### config.mk
export PLATFORM = sky130hd
export DESIGN_NAME = sc_pointdowncounter
export DESIGN_NICKNAME = d
export VERILOG_FILES = /design/src/rtl/sc_pointdowncounter.sv
export SDC_FILE = /design/constraint.sdc
export NUM_CORES = 1
export LEC_CHECK = 0
export ABC_AREA = 0
export CAP_MARGIN = 0
export CORE_AREA = 8 8 45 47
export CTS_BUF_LIST = sky130_fd_sc_hd__clkbuf_2
export CTS_CLUSTER_DIAMETER = 150
export DETAILED_ROUTE_END_ITERATION = 8
export DIE_AREA = 0 0 53 55
export PLACE_DENSITY = 0.81
export SLEW_MARGIN = 20
export SYNTH_ARGS = -nofsm -noshare
export SYNTH_HDL_FRONTEND = slang
export SYNTH_SLANG_ARGS = --single-unit
### constraint.sdc
create_clock -name SC_POINTDOWNCOUNTER_CLOCK_50 -period 2.8 [get_ports SC_POINTDOWNCOUNTER_CLOCK_50]
set_clock_uncertainty 0.15 [all_clocks]
set_input_delay 0.84 -clock SC_POINTDOWNCOUNTER_CLOCK_50 [delete_from_list [all_inputs] [get_ports SC_POINTDOWNCOUNTER_CLOCK_50]]
set_output_delay 0.84 -clock SC_POINTDOWNCOUNTER_CLOCK_50 [all_outputs]
set_load 0.05 [all_outputs]
### src/rtl/sc_pointdowncounter.sv
// -----------------------------------------------------------------------------
// sc_pointdowncounter
//
// Loadable, saturating down counter that consumes points (lives, remaining
// moves, ...) one per request. Each falling edge of the active-low request
// strobe removes one point. When the count reaches zero, the block raises a
// level flag. A decrement that takes the count from 1 to 0 also produces a
// one-cycle expiry pulse.
//
// Optional feature, controlled by the macro SC_POINTDOWNCOUNTER_AUTORELOAD_EN:
//   defined   : at the edge after an expiry, the count reloads INITVALUE.
//               A load or reset in that cycle takes priority.
//   undefined : the EMPTY state is held until a load or reset.
//
// Parameters
//   POINTDOWNCOUNTER_DATAWIDTH  width of the count and load buses
//   POINTDOWNCOUNTER_INITVALUE  value taken on reset (and on auto-reload)
//
// Ports
//   SC_POINTDOWNCOUNTER_CLOCK_50        in   system clock, rising edge
//   SC_POINTDOWNCOUNTER_RESET_InHigh    in   synchronous active-high reset
//   SC_POINTDOWNCOUNTER_load_InLow      in   active-low load strobe
//   SC_POINTDOWNCOUNTER_data_InBUS      in   load value
//   SC_POINTDOWNCOUNTER_downcount_InLow in   active-low decrement request
//                                            (edge detected)
//   SC_POINTDOWNCOUNTER_data_OutBUS     out  current count (registered)
//   SC_POINTDOWNCOUNTER_zero_OutHigh    out  high while count == 0
//   SC_POINTDOWNCOUNTER_expired_OutHigh out  one-cycle pulse on 1 -> 0
// -----------------------------------------------------------------------------
module sc_pointdowncounter #(
    parameter int unsigned POINTDOWNCOUNTER_DATAWIDTH = 8,
    parameter logic [POINTDOWNCOUNTER_DATAWIDTH-1:0] POINTDOWNCOUNTER_INITVALUE = 8'd9
) (
    input  logic                                  SC_POINTDOWNCOUNTER_CLOCK_50,
    input  logic                                  SC_POINTDOWNCOUNTER_RESET_InHigh,
    input  logic                                  SC_POINTDOWNCOUNTER_load_InLow,
    input  logic [POINTDOWNCOUNTER_DATAWIDTH-1:0] SC_POINTDOWNCOUNTER_data_InBUS,
    input  logic                                  SC_POINTDOWNCOUNTER_downcount_InLow,
    output logic [POINTDOWNCOUNTER_DATAWIDTH-1:0] SC_POINTDOWNCOUNTER_data_OutBUS,
    output logic                                  SC_POINTDOWNCOUNTER_zero_OutHigh,
    output logic                                  SC_POINTDOWNCOUNTER_expired_OutHigh
);

    localparam int unsigned DW = POINTDOWNCOUNTER_DATAWIDTH;
    localparam logic [DW-1:0] CNT_ONE = {{(DW-1){1'b0}}, 1'b1};

    typedef enum logic {
        ST_RUN   = 1'b0,
        ST_EMPTY = 1'b1
    } state_t;

    localparam state_t INIT_STATE =
        (POINTDOWNCOUNTER_INITVALUE != '0) ? ST_RUN : ST_EMPTY;

    state_t         state_q, state_d;
    logic [DW-1:0]  count_q, count_d;
    logic           expired_q, expired_d;
    logic           hist_q, hist_d;
    logic           armed_q, armed_d;
    logic           dec_event;

    // The history flop resets to 1 so it reads as "inactive". On its own,
    // that would turn a request still held low across reset into a falling
    // edge. armed_q holds off edge detection until the request has been
    // seen high at or after the reset edge. After that, it stays set.
    assign dec_event = ~SC_POINTDOWNCOUNTER_downcount_InLow & hist_q & armed_q;

    // ------------------------------------------------------------------
    // State register
    // ------------------------------------------------------------------
    always_ff @(posedge SC_POINTDOWNCOUNTER_CLOCK_50) begin
        if (SC_POINTDOWNCOUNTER_RESET_InHigh) begin
            state_q   <= INIT_STATE;
            count_q   <= POINTDOWNCOUNTER_INITVALUE;
            expired_q <= 1'b0;
            hist_q    <= 1'b1;
            armed_q   <= SC_POINTDOWNCOUNTER_downcount_InLow;
        end else begin
            state_q   <= state_d;
            count_q   <= count_d;
            expired_q <= expired_d;
            hist_q    <= hist_d;
            armed_q   <= armed_d;
        end
    end

    // ------------------------------------------------------------------
    // Next-state logic: load > (auto-reload) > decrement event
    // ------------------------------------------------------------------
    always_comb begin
        state_d   = state_q;
        count_d   = count_q;
        expired_d = 1'b0;
        // The history always follows the request, even when a load
        // discards the edge, so that edge is not replayed later.
        hist_d    = SC_POINTDOWNCOUNTER_downcount_InLow;
        armed_d   = armed_q | SC_POINTDOWNCOUNTER_downcount_InLow;

        if (!SC_POINTDOWNCOUNTER_load_InLow) begin
            count_d = SC_POINTDOWNCOUNTER_data_InBUS;
            state_d = (SC_POINTDOWNCOUNTER_data_InBUS != '0) ? ST_RUN : ST_EMPTY;
        end else begin
`ifdef SC_POINTDOWNCOUNTER_AUTORELOAD_EN
            // expired_q is set only when a decrement reaches EMPTY.
            // EMPTY entered through a load or reset therefore never reloads.
            if (expired_q) begin
                count_d = POINTDOWNCOUNTER_INITVALUE;
                state_d = INIT_STATE;
            end else
`endif
            if (dec_event) begin
                unique case (state_q)
                    ST_RUN: begin
                        count_d = count_q - CNT_ONE;
                        if (count_q == CNT_ONE) begin
                            state_d   = ST_EMPTY;
                            expired_d = 1'b1;
                        end
                    end
                    ST_EMPTY: begin
                        // Saturate at zero: no wrap and no expiry pulse.
                        count_d = count_q;
                    end
                    default: begin
                        count_d = count_q;
                    end
                endcase
            end
        end
    end

    // ------------------------------------------------------------------
    // Outputs
    // ------------------------------------------------------------------
    assign SC_POINTDOWNCOUNTER_data_OutBUS     = count_q;
    assign SC_POINTDOWNCOUNTER_zero_OutHigh    = (count_q == '0);
    assign SC_POINTDOWNCOUNTER_expired_OutHigh = expired_q;

endmodule

-- After elaboration in Yosys (flattened, before gate mapping)
Index checks and enable logic that the tools add are counted.
- logic and storage cells: 28
- register bits after elaboration: 12
- mux-type cells: 9
- equality and inequality tests: 3
- add/subtract/negate cells: 1
- bitwise logic cells: 6
- reduce and logical (&&, ||, !) cells: 4
- operators with widths (cell ; count):
    $mux 8 ; 3
    $eq 8x1->1 const B ; 1
    $logic_not 8->1 ; 1
    $reduce_bool 8->1 ; 1
    $sub 8x1->8 const B ; 1
    $mux 1 ; 6
    $reduce_or 4->1 ; 1
    $not 1->1 ; 3
    $and 1x1->1 ; 2
    $ne 2x1->1 const B ; 1
    $ne 2x2->1 const B ; 1
    $reduce_and 2->1 ; 1
    $or 1x1->1 ; 1

-- Depth between registers and ports, before layout
Gate-level depths: netlist (run 1).
- depth after elaboration: 5
- mapped depth: 5
- gate-level depth less buffers: 5

-- Worst setup path after synthesis (run 1)
Ideal clock, no wire load.
- path kind: register to output
- start point: register count_q[4] (netlist: SC_POINTDOWNCOUNTER_data_OutBUS[4])
- end point: output port SC_POINTDOWNCOUNTER_zero_OutHigh
- path slack: -0.265 ns
- path buffers: 0
- cell stages (with the launch flop): 4
- arrival time: 2.075 ns
- path through: dfxtp_1 > nor3_1 > nand2_1 > nor3b_1
- longest elaborated chain between the ends: 1
- ends and longest elaborated chain (element ; RTL line ; RTL):
    start, declared ; 56 ; logic [DW-1:0] count_q, count_d;
    start signal, assigned ; 80 ; count_q <= count_d;
    $logic_not 8->1 ; 136 ; assign SC_POINTDOWNCOUNTER_zero_OutHigh = (count_q == '0);
    end, declared ; 40 ; output logic SC_POINTDOWNCOUNTER_zero_OutHigh,
No other way between the ends.

-- Final worst setup path (run 1)
- start point: register count_q[4] (netlist: SC_POINTDOWNCOUNTER_data_OutBUS[4])
- end point: output port SC_POINTDOWNCOUNTER_data_OutBUS[4]
- RTL lines (element ; RTL line ; RTL):
    end, declared ; 39 ; output logic [POINTDOWNCOUNTER_DATAWIDTH-1:0] SC_POINTDOWNCOUNTER_data_OutBUS,
No word-level cell between the ends.

==> impl_summary.txt, run 1 <==
----------------------------------------------------
[Cells and area]
  Fraction of layout cells with a size suffix above 1 ... 0.104
  Antenna Cells ... 0
  Leading cell types in the layout, fill and taps excluded ... 20 x clkdlybuf4s50_1, 12 x dfxtp_1, 7 x nor2_1, 7 x nand2_1
  Most common cell after layout, fill and taps aside ... clkdlybuf4s50_1
  Area added between synthesis and finish ... 42.5%
  Final core occ ... 0.648
  Filler Cell Count ... 121
  Number of nets in the finished design ... 112

[CTS]
  TritonCTS clock tree ... done
  Clock buffers created by TritonCTS ... 3
  CTS clk-pin slew, worst paths ... 130 ps
  Number of levels in the clock H-tree ... 1
  Source-to-sink clock delay at the later pin of the worst-skew pair ... 280 ps
  Sinks on the clock net ... 12
  Master cell of the clock root buffer ... clkbuf_2
  Postcts setup bufs ... 0
  Number of buffers between clock root and the deepest sink ... 2
  Hold-fix buffers, CTS ... 0
  Post_cts resized ... 0

[Floorplanning]
  Core box area ... 0.00138 mm^2
  Die area ... 0.00292 mm^2
  DIE WIDTH ... 53 um
  Die span in y ... 55 um
  Initial Util ... 0.455
  Number of rows in the core area ... 14
  Ports ... 22

[Outcome]
  Result of the run ... finished clean

[Drt]
  Vias ... 640
  Vias per cell ... 5.71
  Number of nets with antenna violations after detailed routing ... 0
  Post-DR wirelength/cell ... 14.8 um
  Number of search-and-repair iterations in the first detailed-routing pass ... 4
  Detailed-route wire length ... 1660 um
  Detailed router's first-iteration violation count ... 25
  Detailed-route DRC error count ... 0

[Setup path]
  Critical Path, Cell by Cell ... clkdlybuf4s50_1
  Endpoint class of the critical path ... output pin
  Worst setup path class ... register to output pin
  Worst Path Buf+Inv ... 1
  Crit-path max FO ... 6
  Startpoint type of the worst setup path ... register
  Cell with the largest stage delay on the worst path ... clkdlybuf4s50_1
  Slowest cell delay on critical path ... 840 ps
  Endpoint arrival time on the critical path ... 1550 ps
  Required time at the endpoint of the critical path ... 1810 ps
  Kind of cell adding the most delay to the critical path ... buffers and inverters

[Placed design]
  Post-DP HPWL ... 1350 um
  Number of buffers inserted by port buffering ... 21
  RePlAce Congestion ... 0.854

[Global routing]
  Pin count of the biggest net entering global routing ... 14
  Initial antenna violation count ... 0
  Global routing usage on met1 ... 0.148
  Most congested layer reported by global routing ... met2
  Global Route met3 Usage ... 0.0214
  GRT Total Usage ... 0.126
  Overall overflow remaining after global route ... 0
  Vias in the first global route ... 602
  Met2 Use GR ... 0.203
  First-pass GRT wire length ... 2700 um

[Timing]
  Hold Vio Cnt, Final ... 0
  Count of final setup violators ... 0
  Ratio of final minimum period to clock period ... 0.908
  Final worst hold slack ... 350 ps
  Count of final max-slew check failures ... 0
  RSZ-0062 raised after global routing ... false
  Final total negative setup slack ... 0 ps
  Maximum frequency from static timing analysis ... 0.393 GHz
  Rel. slew slack ... 0.659
  Transition time of the tightest slew-check pin ... 509 ps
  Tmin final ... 2540 ps

[Synthesis]
  Synth Cell Area ... 629 um^2
  Flip-flop and latch count after synthesis ... 12
  Number of distinct library cells after synthesis ... 31
  Sequential share of the synthesized area ... 0.382
  Average instance area after synthesis ... 8.74 um^2
  Post-Synthesis Net Count ... 87
  Yosys warning count ... 0
  Synth Instances ... 72

[Pwr]
  Leakage power summed over all cells ... 0.000343 uW
  Largest voltage drop on the vdd net ... 0.297 mV
  Pwr per Cell Area ... 447 mW/mm^2
  Post-route total power ... 401 uW

[Flow run]
  Total of max-cap violations ... 0

[Min path]
  Tightest Hold Check Type ... register to register

----------------------------------------------------
## registers in the layout (all words and copies together) (netlist names)
name,flops
SC_POINTDOWNCOUNTER_data_OutBUS,8
SC_POINTDOWNCOUNTER_expired_OutHigh,1
armed_q,1
hist_q,1
state_q,1
## power by group
group | total (uW) | internal, uW | switching (uW)
clock | 92.2 | 31.0 | 61.2
sequential | 193 | 181 | 11.9
combinational | 116 | 49.5 | 66.1
## cells in the mapped netlist, drive strengths merged
cell type | number | area [um^2]
dfxtp | 12 | 240
nand2 | 7 | 26.3
nor2 | 7 | 26.3
a211oi | 4 | 30.0
inv | 4 | 15.0
xor2 | 4 | 35.0
clkbuf | 3 | 11.3
ha | 3 | 37.5
nor3 | 3 | 15.0
a21oi | 2 | 10.0
nor4 | 2 | 12.5
or4 | 2 | 15.0
a2111oi | 1 | 8.76
a21o | 1 | 7.51
a311oi | 1 | 8.76
a31oi | 1 | 6.26
a32oi | 1 | 8.76
and3 | 1 | 6.26
and4bb | 1 | 12.5
buf | 1 | 7.51
mux2i | 1 | 10.0
nand3 | 1 | 10.0
nand3b | 1 | 7.51
nand4 | 1 | 6.26
nand4b | 1 | 8.76
nor3b | 1 | 7.51
o211ai | 1 | 7.51
o31a | 1 | 8.76
o31ai | 1 | 7.51
or2 | 1 | 6.26
xnor2 | 1 | 8.76
## cells by family (layout without fill, tap and decap cells)
| family | after synthesis | in the layout | synth area share |
|---|---|---|---|
| buffers and inverters | 8 | 32 | 0.0537 |
| AOI/OAI and AO/OA | 14 | 14 | 0.165 |
| DFF | 12 | 12 | 0.382 |
| and+or+nand+nor | 29 | 29 | 0.254 |
| adders and majority gates | 3 | 3 | 0.0596 |
| xor gates and xnor gates | 5 | 5 | 0.0696 |
| muxes | 1 | 1 | 0.0159 |
## per-stage QoR
stage / worst slack (ps) / instances / cell area [um^2]
floorplan: 213 / 72 / 634
global placement: 223 / 108 / 878
detailed placement: 142 / 108 / 878
CTS: 244 / 112 / 897
global route: 136 / 112 / 897
finish: 257 / 112 / 897
## routing by layer
layer / part of all wire / wire, um
met2: 0.50 / 825
met3: 0.066 / 109
met1: 0.41 / 688
met4: 0.024 / 40
met5: 0 / 0
## final timing paths
check | start | to | slack, ps | cells after the start
hold reg to reg | armed_q | armed_q | 350 | 1
setup reg to reg | SC_POINTDOWNCOUNTER_data_OutBUS[0] | SC_POINTDOWNCOUNTER_data_OutBUS[6] | 1100 | 5
hold / removal | armed_q | armed_q | 350 | 1
setup / recovery | SC_POINTDOWNCOUNTER_data_OutBUS[4] | SC_POINTDOWNCOUNTER_data_OutBUS[4] | 260 | 1
## cell type report
type	instances	area, um^2	share of cell area
sequential	12	240	0.268
clock inverter	1	3.75	0.00418
tap	16	20.0	0.0223
multi-input combinational	52	360	0.402
inverter	4	15.0	0.0167
clock buffer	3	15.0	0.0167
timing repair buffer	24	243	0.271
Note: power is estimated with default switching activity, not from simulation.
==> inputs of run 2 (changes only) <==
--- a/config.mk
+++ b/config.mk
@@ -7,12 +7,12 @@
 export LEC_CHECK = 0
 export ABC_AREA = 0
 export CAP_MARGIN = 0
-export CORE_AREA = 8 8 45 47
+export CORE_MARGIN = 8
+export CORE_UTILIZATION = 45
 export CTS_BUF_LIST = sky130_fd_sc_hd__clkbuf_2
 export CTS_CLUSTER_DIAMETER = 150
 export DETAILED_ROUTE_END_ITERATION = 8
-export DIE_AREA = 0 0 53 55
-export PLACE_DENSITY = 0.81
+export PLACE_DENSITY = 0.78
 export SLEW_MARGIN = 20
 export SYNTH_ARGS = -nofsm -noshare
 export SYNTH_HDL_FRONTEND = slang
==> constraint.sdc (replaced) <==
create_clock -name SC_POINTDOWNCOUNTER_CLOCK_50 -period 2.9 [get_ports SC_POINTDOWNCOUNTER_CLOCK_50]
set_clock_uncertainty 0.15 [all_clocks]
set_input_delay 0.87 -clock SC_POINTDOWNCOUNTER_CLOCK_50 [delete_from_list [all_inputs] [get_ports SC_POINTDOWNCOUNTER_CLOCK_50]]
set_output_delay 0.87 -clock SC_POINTDOWNCOUNTER_CLOCK_50 [all_outputs]
set_load 0.05 [all_outputs]
==> impl_summary.txt, run 2 (synthesized netlist as in run 1, its figures left out) <==
----------------------------------------------------
[Outcome]
  Result of the run ... finished clean

[Pwr]
  Post-route total power ... 386 uW (-3.8%)
  Largest voltage drop on the vdd net ... 0.214 mV (-28%)
  Leakage power summed over all cells ... 0.000340 uW (-0.79%)
  Pwr per Cell Area ... 437 mW/mm^2 (-2.3%)

[Setup path]
  Slowest cell delay on critical path ... 850 ps (about the same)
  Worst setup path class ... register to output pin
  Kind of cell adding the most delay to the critical path ... buffers and inverters
  Critical Path, Cell by Cell ... clkdlybuf4s50_1
  Endpoint class of the critical path ... output pin
  Startpoint type of the worst setup path ... register
  Timing startpoint of the critical path ... SC_POINTDOWNCOUNTER_data_OutBUS[4]
  Crit-path max FO ... 6 (unchanged)
  Endpoint arrival time on the critical path ... 1560 ps (about the same)
  R2r startpoint ... SC_POINTDOWNCOUNTER_data_OutBUS[0]
  Cell with the largest stage delay on the worst path ... clkdlybuf4s50_1
  Required time at the endpoint of the critical path ... 1880 ps (+70 ps)
  Worst Path Buf+Inv ... 1 (unchanged)

[Floorplanning]
  Die span in y ... 53.4 um (-2.9%)
  Die area ... 0.00285 mm^2 (-2.2%)
  Initial Util ... 0.484 (+0.0289)
  Number of rows in the core area ... 13 (-1)
  Ports ... 22 (unchanged)
  DIE WIDTH ... 53.4 um (+0.75%)
  Core box area ... 0.00130 mm^2 (-6.0%)

[Drt]
  Vias ... 637 (-0.47%)
  Detailed-route DRC error count ... 0 (unchanged)
  Vias per cell ... 5.74 (+0.43%)
  Post-DR wirelength/cell ... 15.3 um (+3.2%)
  Number of nets with antenna violations after detailed routing ... 0 (unchanged)
  Detailed router's first-iteration violation count ... 17 (-32%)
  Detailed-route wire length ... 1700 um (+2.3%)
  Number of search-and-repair iterations in the first detailed-routing pass ... 4 (unchanged)

[Global routing]
  Initial antenna violation count ... 0 (unchanged)
  Pin count of the biggest net entering global routing ... 14 (unchanged)
  First-pass GRT wire length ... 2800 um (+3.6%)
  Vias in the first global route ... 636 (+5.6%)
  Overall overflow remaining after global route ... 0 (unchanged)
  GRT Total Usage ... 0.133 (+0.00706)

[Cells and area]
  Number of nets in the finished design ... 112 (unchanged)
  Leading cell types in the layout, fill and taps excluded ... 20 x clkdlybuf4s50_1, 12 x dfxtp_1, 7 x nor2_1, 7 x nand2_1
  Fraction of layout cells with a size suffix above 1 ... 0.104 (unchanged)
  Antenna Cells ... 0 (unchanged)
  Area added between synthesis and finish ... 40.4%
  Flip-flop count of the largest register after layout ... 8 (unchanged)
  Most common cell after layout, fill and taps aside ... clkdlybuf4s50_1

[Min path]
  Tightest Hold Check Type ... register to register
  Hold Path Origin ... armed_q

[CTS]
  Master cell of the clock root buffer ... clkbuf_2
  Post_cts resized ... 0 (unchanged)
  Source-to-sink clock delay at the later pin of the worst-skew pair ... 270 ps (about the same)
  Number of levels in the clock H-tree ... 1 (unchanged)
  Postcts setup bufs ... 0 (unchanged)
  Hold-fix buffers, CTS ... 0 (unchanged)
  TritonCTS clock tree ... done
  CTS clk-pin slew, worst paths ... 130 ps (about the same)
  Number of buffers between clock root and the deepest sink ... 2 (unchanged)
  Sinks on the clock net ... 12 (unchanged)
  Clock buffers created by TritonCTS ... 3 (unchanged)

[Timing]
  Rel. slew slack ... 0.655 (-0.00393)
  Smallest setup slack after layout ... 319 ps (+61.5 ps)
  Ratio of final minimum period to clock period ... 0.890
  Count of final max-slew check failures ... 0 (unchanged)
  Count of final setup violators ... 0 (unchanged)
  Hold Vio Cnt, Final ... 0 (unchanged)
  Final worst hold slack ... 353 ps (+2.99 ps)
  RSZ-0062 raised after global routing ... false
  Tmin final ... 2580 ps
  Final total negative setup slack ... 0 ps (unchanged)
  Maximum frequency from static timing analysis ... 0.387 GHz
  Transition time of the tightest slew-check pin ... 515 ps (+5.88 ps)

[Placed design]
  Post-DP HPWL ... 1340 um (-1.1%)
  RePlAce Congestion ... 0.805 (-5.7%)
  Worst-case setup slack after placement ... 231 ps (+89.9 ps)
  Number of buffers inserted by port buffering ... 21 (unchanged)

[Flow run]
  Total of max-cap violations ... 0 (unchanged)

----------------------------------------------------
## run 2: path summary, 6_finish.rpt
kind / slack [ps] / endpoint / cells after the start
max: 320 / SC_POINTDOWNCOUNTER_data_OutBUS[4] / 1
min: 350 / armed_q / 1
max reg2reg: 1160 / SC_POINTDOWNCOUNTER_data_OutBUS[6] / 5
min reg2reg: 350 / armed_q / 1
## run 2: layer usage
metal / global-route usage / vias up / wire [um]
li1: - / 310 / -
met1: 0.149 / 292 / 735
met2: 0.211 / 30 / 779
met3: 0.0476 / 5 / 152
met4: 0.0756 / 0 / 34
met5: 0 / - / 0
## run 2: through the flow
| stage | cells | area, um^2 | util |
|---|---|---|---|
| detailed placement | 107 | 865 | 0.664 |
| floorplan | 72 | 634 | - |
| finish | 111 | 883 | 0.679 |
| CTS | 111 | 883 | 0.679 |
| global placement | 107 | 865 | 0.664 |
| global route | 111 | 883 | 0.679 |
## run 2: area by class of cell
class / count / area [um^2]
fill: 124 / 418
multi-input combinational: 52 / 360
sequential: 12 / 240
timing repair buffer: 24 / 230
tap: 15 / 18.8
clock buffer: 3 / 15.0
inverter: 4 / 15.0
clock inverter: 1 / 3.75
## run 2: report_power, final
part           switching [uW]  leakage (uW)  internal, uW  total (uW)
registers                11.7     0.0000994           175         187
logic                    64.1      0.000227          47.3         111
clock network            57.7     0.0000140          29.9        87.6
total                     134      0.000340           252         386
